<file path="config.mk">
export PLATFORM = sky130hd
export DESIGN_NAME = dzcpu_useq
export DESIGN_NICKNAME = d
export VERILOG_FILES = /design/src/rtl/dzcpu_useq_pkg.sv /design/src/rtl/dzcpu_ustack.sv /design/src/rtl/dzcpu_useq.sv
export SDC_FILE = /design/constraint.sdc
export NUM_CORES = 1
export LEC_CHECK = 0
export CAP_MARGIN = 20
export CORE_MARGIN = 2
export CORE_UTILIZATION = 48
export CTS_CLUSTER_DIAMETER = 60
export DETAILED_ROUTE_END_ITERATION = 10
export GPL_TIMING_DRIVEN = 0
export PLACE_DENSITY = 0.77
export SKIP_CTS_REPAIR_TIMING = 1
export SLEW_MARGIN = 20
export SYNTH_ARGS = -nofsm -noshare
export SYNTH_HDL_FRONTEND = slang
export SYNTH_SLANG_ARGS = --single-unit
export TNS_END_PERCENT = 30
</file>
<file path="constraint.sdc">
create_clock -name iClock -period 2.8 [get_ports iClock]
set_clock_uncertainty 0.2 [all_clocks]
set_input_delay 0.56 -clock iClock [delete_from_list [all_inputs] [get_ports iClock]]
set_output_delay 0.56 -clock iClock [all_outputs]
set_load 0.1 [all_outputs]
</file>
<file path="src/rtl/dzcpu_useq_pkg.sv">
// Shared encodings for the dzcpu microcode sequencer: branch ops, flow states
// and sticky error bit positions.
package dzcpu_useq_pkg;

    typedef enum logic [2:0] {
        ubr_next = 3'd0,
        ubr_jmp  = 3'd1,
        ubr_jc   = 3'd2,
        ubr_call = 3'd3,
        ubr_ret  = 3'd4,
        ubr_disp = 3'd5,
        ubr_end  = 3'd6,
        ubr_endc = 3'd7
    } ubr_op_e;

    typedef enum logic [1:0] {
        USEQ_IDLE  = 2'd0,
        USEQ_RUN   = 2'd1,
        USEQ_STALL = 2'd2,
        USEQ_DONE  = 2'd3
    } useq_state_e;

    localparam int ERR_OVF = 0;
    localparam int ERR_UNF = 1;
    localparam int ERR_TMO = 2;

    // Polarity-qualified condition: act when the flag matches the requested level.
    function automatic logic cond_act(input logic flag, input logic pol);
        return flag ~^ pol;
    endfunction

endpackage

</file>
<file path="src/rtl/dzcpu_ustack.sv">
// Micro-call return stack. Shift-register LIFO: the top entry always sits in
// slot 0, so no address arithmetic is needed on push or pop.
module dzcpu_ustack #(
    parameter int WIDTH = 8,
    parameter int DEPTH = 4,
    localparam int CNT_W = $clog2(DEPTH + 1)
) (
    input  logic             clock,
    input  logic             reset,
    input  logic             clear,
    input  logic             push,
    input  logic             pop,
    input  logic [WIDTH-1:0] push_data,
    output logic [WIDTH-1:0] top_data,
    output logic             full,
    output logic             empty,
    output logic [CNT_W-1:0] count
);

    logic [WIDTH-1:0] mem_r [DEPTH];
    logic [CNT_W-1:0] count_r;

    assign full     = (count_r == CNT_W'(DEPTH));
    assign empty    = (count_r == '0);
    assign count    = count_r;
    assign top_data = mem_r[0];

    // occupancy counter
    always_ff @(posedge clock) begin
        if (reset || clear) begin
            count_r <= '0;
        end else if (push && !full) begin
            count_r <= count_r + CNT_W'(1);
        end else if (pop && !empty) begin
            count_r <= count_r - CNT_W'(1);
        end else begin
            count_r <= count_r;
        end
    end

    // entry storage, shifts down on push and up on pop
    always_ff @(posedge clock) begin
        if (push && !full) begin
            mem_r[0] <= push_data;
            for (int i = 1; i < DEPTH; i++) begin
                mem_r[i] <= mem_r[i-1];
            end
        end else if (pop && !empty) begin
            for (int i = 0; i < DEPTH - 1; i++) begin
                mem_r[i] <= mem_r[i+1];
            end
        end
    end

endmodule

</file>
<file path="src/rtl/dzcpu_useq.sv">
// dzcpu microcode sequencer: drives the uPC, gates datapath writes, handles
// micro-calls, conditional branches/ends and memory wait-state stalls.
module dzcpu_useq
    import dzcpu_useq_pkg::*;
#(
    parameter int UPC_W       = 8,
    parameter int COND_W      = 4,
    parameter int STACK_DEPTH = 4,
    parameter int MAX_WAIT    = 15,
    localparam int CSEL_W  = (COND_W > 1) ? $clog2(COND_W) : 1,
    localparam int DEPTH_W = $clog2(STACK_DEPTH + 1),
    localparam int WAIT_W  = $clog2(MAX_WAIT + 1)
) (
    input  logic               iClock,
    input  logic               iReset,
    input  logic               iStart,
    input  logic [UPC_W-1:0]   iEntry,
    input  logic [UPC_W-1:0]   iDispatchIdx,
    input  logic [2:0]         iUopBrOp,
    input  logic [UPC_W-1:0]   iUopTarget,
    input  logic [CSEL_W-1:0]  iUopCondSel,
    input  logic               iUopCondPol,
    input  logic [COND_W-1:0]  iCond,
    input  logic               iUopMemReq,
    input  logic               iMemReady,
    output logic [UPC_W-1:0]   oUpc,
    output logic               oUopValid,
    output logic               oEof,
    output logic               oAbort,
    output logic               oBusy,
    output logic [2:0]         oErr,
    output logic [DEPTH_W-1:0] oDepth
);

    useq_state_e       state_r, state_n;
    logic [UPC_W-1:0]  upc_r, upc_n, upc_inc_s, top_s;
    logic [WAIT_W-1:0] cnt_r, cnt_n;
    logic [2:0]        err_r, err_n;
    logic              eof_r, eof_n, abort_r, abort_n, busy_r;
    logic              exec_s, flag_s, cond_s, push_s, pop_s, clr_s, full_s, empty_s;
    ubr_op_e           op_s;

    assign op_s      = ubr_op_e'(iUopBrOp);
    assign upc_inc_s = upc_r + UPC_W'(1);
    assign exec_s    = ((state_r == USEQ_RUN) || (state_r == USEQ_STALL)) &&
                       !(iUopMemReq && !iMemReady);
    assign cond_s    = cond_act(flag_s, iUopCondPol);

    // condition select; indices past the last flag read as constant 0
    always_comb begin
        flag_s = 1'b0;
        if (int'(iUopCondSel) < COND_W) begin
            flag_s = iCond[iUopCondSel];
        end else begin
            flag_s = 1'b0;
        end
    end

    dzcpu_ustack #(
        .WIDTH (UPC_W),
        .DEPTH (STACK_DEPTH)
    ) u_stack (
        .clock     (iClock),
        .reset     (iReset),
        .clear     (clr_s),
        .push      (push_s),
        .pop       (pop_s),
        .push_data (upc_inc_s),
        .top_data  (top_s),
        .full      (full_s),
        .empty     (empty_s),
        .count     (oDepth)
    );

    // next-state, uPC and error decode
    always_comb begin
        state_n = state_r;
        upc_n   = upc_r;
        cnt_n   = cnt_r;
        err_n   = err_r;
        eof_n   = 1'b0;
        abort_n = 1'b0;
        push_s  = 1'b0;
        pop_s   = 1'b0;
        clr_s   = 1'b0;
        case (state_r)
            USEQ_IDLE: begin
                if (iStart) begin
                    upc_n   = iEntry;
                    err_n   = 3'b000;
                    cnt_n   = '0;
                    clr_s   = 1'b1;
                    state_n = USEQ_RUN;
                end else begin
                    state_n = USEQ_IDLE;
                end
            end
            USEQ_RUN, USEQ_STALL: begin
                if (exec_s) begin
                    cnt_n   = '0;
                    state_n = USEQ_RUN;
                    case (op_s)
                        ubr_next: upc_n = upc_inc_s;
                        ubr_jmp:  upc_n = iUopTarget;
                        ubr_jc:   upc_n = cond_s ? iUopTarget : upc_inc_s;
                        ubr_call: begin
                            if (full_s) begin
                                err_n[ERR_OVF] = 1'b1;
                                abort_n        = 1'b1;
                                state_n        = USEQ_IDLE;
                            end else begin
                                push_s = 1'b1;
                                upc_n  = iUopTarget;
                            end
                        end
                        ubr_ret: begin
                            if (empty_s) begin
                                err_n[ERR_UNF] = 1'b1;
                                abort_n        = 1'b1;
                                state_n        = USEQ_IDLE;
                            end else begin
                                pop_s = 1'b1;
                                upc_n = top_s;
                            end
                        end
                        ubr_disp: upc_n = iDispatchIdx;
                        ubr_end: begin
                            eof_n   = 1'b1;
                            state_n = USEQ_DONE;
                        end
                        ubr_endc: begin
                            if (cond_s) begin
                                eof_n   = 1'b1;
                                state_n = USEQ_DONE;
                            end else begin
                                upc_n = upc_inc_s;
                            end
                        end
                        default: upc_n = upc_inc_s;
                    endcase
                end else if ((state_r == USEQ_RUN) && (MAX_WAIT > 1)) begin
                    cnt_n   = WAIT_W'(1);
                    state_n = USEQ_STALL;
                end else if ((state_r == USEQ_STALL) && (int'(cnt_r) + 1 < MAX_WAIT)) begin
                    cnt_n = cnt_r + WAIT_W'(1);
                end else begin
                    err_n[ERR_TMO] = 1'b1;
                    abort_n        = 1'b1;
                    cnt_n          = '0;
                    state_n        = USEQ_IDLE;
                end
            end
            USEQ_DONE: begin
                clr_s   = 1'b1;
                state_n = USEQ_IDLE;
            end
            default: state_n = USEQ_IDLE;
        endcase
    end

    // sequencer state and registered outputs
    always_ff @(posedge iClock) begin
        if (iReset) begin
            state_r <= USEQ_IDLE;
            upc_r   <= '0;
            cnt_r   <= '0;
            err_r   <= 3'b000;
            eof_r   <= 1'b0;
            abort_r <= 1'b0;
            busy_r  <= 1'b0;
        end else begin
            state_r <= state_n;
            upc_r   <= upc_n;
            cnt_r   <= cnt_n;
            err_r   <= err_n;
            eof_r   <= eof_n;
            abort_r <= abort_n;
            busy_r  <= (state_n != USEQ_IDLE);
        end
    end

    assign oUpc      = upc_r;
    assign oUopValid = exec_s;
    assign oEof      = eof_r;
    assign oAbort    = abort_r;
    assign oBusy     = busy_r;
    assign oErr      = err_r;

endmodule
</file>
==> metrics.md <==
| Metric | Value |
|---|---|
| Worst setup path end | `oUpc[0]` |
| Flop-to-flop setup slack | `0.07 ns` |
| # Max-Cap Violations | `0` |
| DRC | `0` |
| Average wire per standard cell | `about 17 µm` |
| Area share of the largest cell type after synthesis | `0.3083` |
| Diode count | `0` |
| Crit Path Category | `flop to output port` |
| Area Overhead vs Synth | `25.65%` |
| FMAX | `0.3543 GHz` |
| Vias in the first global route | `between 2000 and 2500` |
| Fraction of layout cells with a size suffix above 1 | `0.1401` |
| Placed Cells | `427` |
| Clock root cell | `clkbuf_8` |
| Critical path buffer and inverter count | `1` |
| Pwr Density | `514.5 nW/µm²` |
| Row cnt | `29` |
| Final setup viols | `1` |
| Count leader, synth | `nor2_1` |
| Max-slew headroom | `0.3343` |
| I/O Pins | `57` |
| Initial drt markers | `approximately 260` |
| Initial antenna violation count | `0` |
| Worst slew pin tran | `~1.0 ns` |
| H-Tree Depth | `2` |
| Syn Nets | `between 300 and 400` |
| Post-synth top cells | `nor2_1, edfxtp_1, a21oi_1, dfxtp_1, mux2_4` |
| Hold Startpoint | `u_stack.mem_r[0][16]$_DFFE_PP_` |
| Synth cell types | `55` |
| Slowest cell on the critical path | `clkdlybuf4s50_1` |
| CP Launch Type | `flop` |
| Max stage delay on crit path | `1.21 ns` |
| Register bit total from synthesis | `55` |
| Cts bufs inserted | `5` |
| Final hold violation count | `0` |
| Worst Path Arrival | `between 2 and 2.5 ns` |
| Syn Inst Count | `295` |
| Final worst slack | `-0.02231 ns` |
| Die Ht | `~85 µm` |
| Largest net degree at the start of global routing | `27` |
| Drt pass-1 iters | `4` |
| Layout net count | `between 400 and 500` |
| Worst VDD drop | `between 0.0003 and 0.0004 V` |
| RSZ-0062 raised after global routing | `yes` |
| Failing checks | `negative setup slack` |
| Mean Syn Cell Area | `approximately 11 µm²` |
| Initial core utilization | `0.4937` |
| Total GRT Usage | `0.2125` |
| Synthesis Warnings | `0` |
| Top area cells in the synthesized netlist | `edfxtp_1, dfxtp_1, mux2_4, nor2_1, a21oi_1` |
| Status | `finished, violations left` |
| Estimated wirelength of the detail-placed design | `approximately 5500 µm` |
| First-pass GRT wire length | `about 12000 µm` |
| HP Class | `flop to flop` |
| Syn Std Cell Area | `a little over 3000 µm²` |
| Port-buffer cells | `55` |
| Clock-pin slew on the worst setup and hold paths | `~0.10 ns` |
| Sequential area share after synthesis | `0.4560` |
| Core area | `roughly 6300 µm²` |
| Die ar. | `about 7200 µm²` |
| Sink Count | `55` |
| CP Cell Sequence | `clkdlybuf4s50_1` |
| Clk_lat worst skew | `0.32 ns` |
| Total power | `2.015 mW` |
| CTS Buffer Depth | `2` |
| Final Cycle Share | `1.008` |
| Synth Flop Type | `edfxtp_1` |
| Die X | `84.58 µm` |
| CTS tree | `built` |
| Via count | `2502` |
| Cell taking the most area after synthesis | `edfxtp_1` |
| Tmin final | `about 2.8 ns` |
| Drt via density | `about 5.8` |
| Number of synthesized flops with an enable pin | `32` |
| CP endpoint kind | `output port` |
| Required time worst endpoint | `approximately 2 ns` |
| Max Fanout on Critical Path | `8` |
| LEAKAGE | `between 1 and 1.5 nW` |
| R2R Path End | `u_stack.mem_r[0][16]$_DFFE_PP_` |
| Asr flop ratio synth | `0` |
| Worst R2R Path Depth | `8` |
| CP Launch Point | `oUpc[0]$_SDFFE_PP0P_` |
| Family with the most delay on the worst path | `buffers and inverters` |
| Final Instance Count excl. Fillers | `approximately 430` |
| Worst r2r src | `state_r[0]$_SDFF_PP0_` |
| ANT nets after route | `0` |
| Slew Limit Fails | `0` |
| WP depth | `1` |
| Total gr overflow | `0` |
| WL final | `around 7500 µm` |
| RD Place Congestion | `about 0.87` |
## report_power, final
part	internal, mW	switching [mW]
registers	0.884	0.0343
logic	0.192	0.344
clock network	0.276	0.285
total	1.35	0.663
## cells in the final DEF, fill, tap and decap left out, drive strengths merged, types with 9 or more instances in the layout
cell and n:
mux2i 12, buf 9, nor2 34, edfxtp 32, dfxtp 23, nand2 16
clkdlybuf4s50 54, o21ai 14, nand2b 12, clkbuf 12, inv 10, a311oi 9
mux2 17, a21oi 25
## metrics by stage
stage	setup WS, ns	setup TNS (ns)	utilization	area, µm²	hold slack [ns]
after CTS	-0.7020	-4.006	0.6159	3889	0.2742
after detailed placement	-0.5789	-19.29	0.5971	3770	0.2502
final	-0.02231	-0.02231	0.6203	3916	0.2756
after global routing	-0.04741	-0.08743	0.6203	3916	0.2768
after global placement	-0.5736	-17.38	0.5971	3770	0.2287
after floorplan	0.1872	0	-	3123	0.2266
## sequential cells by signal (all words and copies together) (netlist names)
name and cells:
u_stack.mem_r 32, oEof 1, state_r 2, oAbort 1
cnt_r 4, oBusy 1, oErr 3, u_stack.count 3
oUpc 8
## cells by family (layout without fill, tap and decap cells)
family,after synthesis,after routing,share of synthesized area
compound gates,77,77,0.1650
mux,30,30,0.1265
buf+inv,24,86,0.04135
flops,55,55,0.4560
fa+ha+maj,10,10,0.04175
simple gates,90,90,0.1417
xor+xnor,9,9,0.02770
## worst min path at each step
stage	end	slack [ns]	cells after the start
after CTS	u_stack.mem_r[0][24]$_DFFE_PP_	0.27	0
after floorplan	u_stack.mem_r[0][24]$_DFFE_PP_	0.23	0
after global placement	u_stack.mem_r[0][31]$_DFFE_PP_	0.23	0
final	u_stack.mem_r[0][24]$_DFFE_PP_	0.28	0
after detailed placement	u_stack.mem_r[0][24]$_DFFE_PP_	0.25	0
after global routing	u_stack.mem_r[0][24]$_DFFE_PP_	0.28	0
## metal layers
layer  GRT usage  share of wire  up-vias
met5           0              0        -
met4     0.06349          0.017        0
met3     0.03441          0.050       11
met2      0.3472           0.49       77
met1      0.2916           0.45     1188
li1            -              -     1226
## cell type report
class,instances,area [µm²]
clock buffer,5,68.82
fill,531,2397
inverter,8,30.03
multi-input combinational,216,1597
sequential,55,1428
timing repair buffer,55,545.5
tap,77,96.34
buffer,15,101.3
clock inverter,3,50.05
Power figures use the tool's default switching activity.
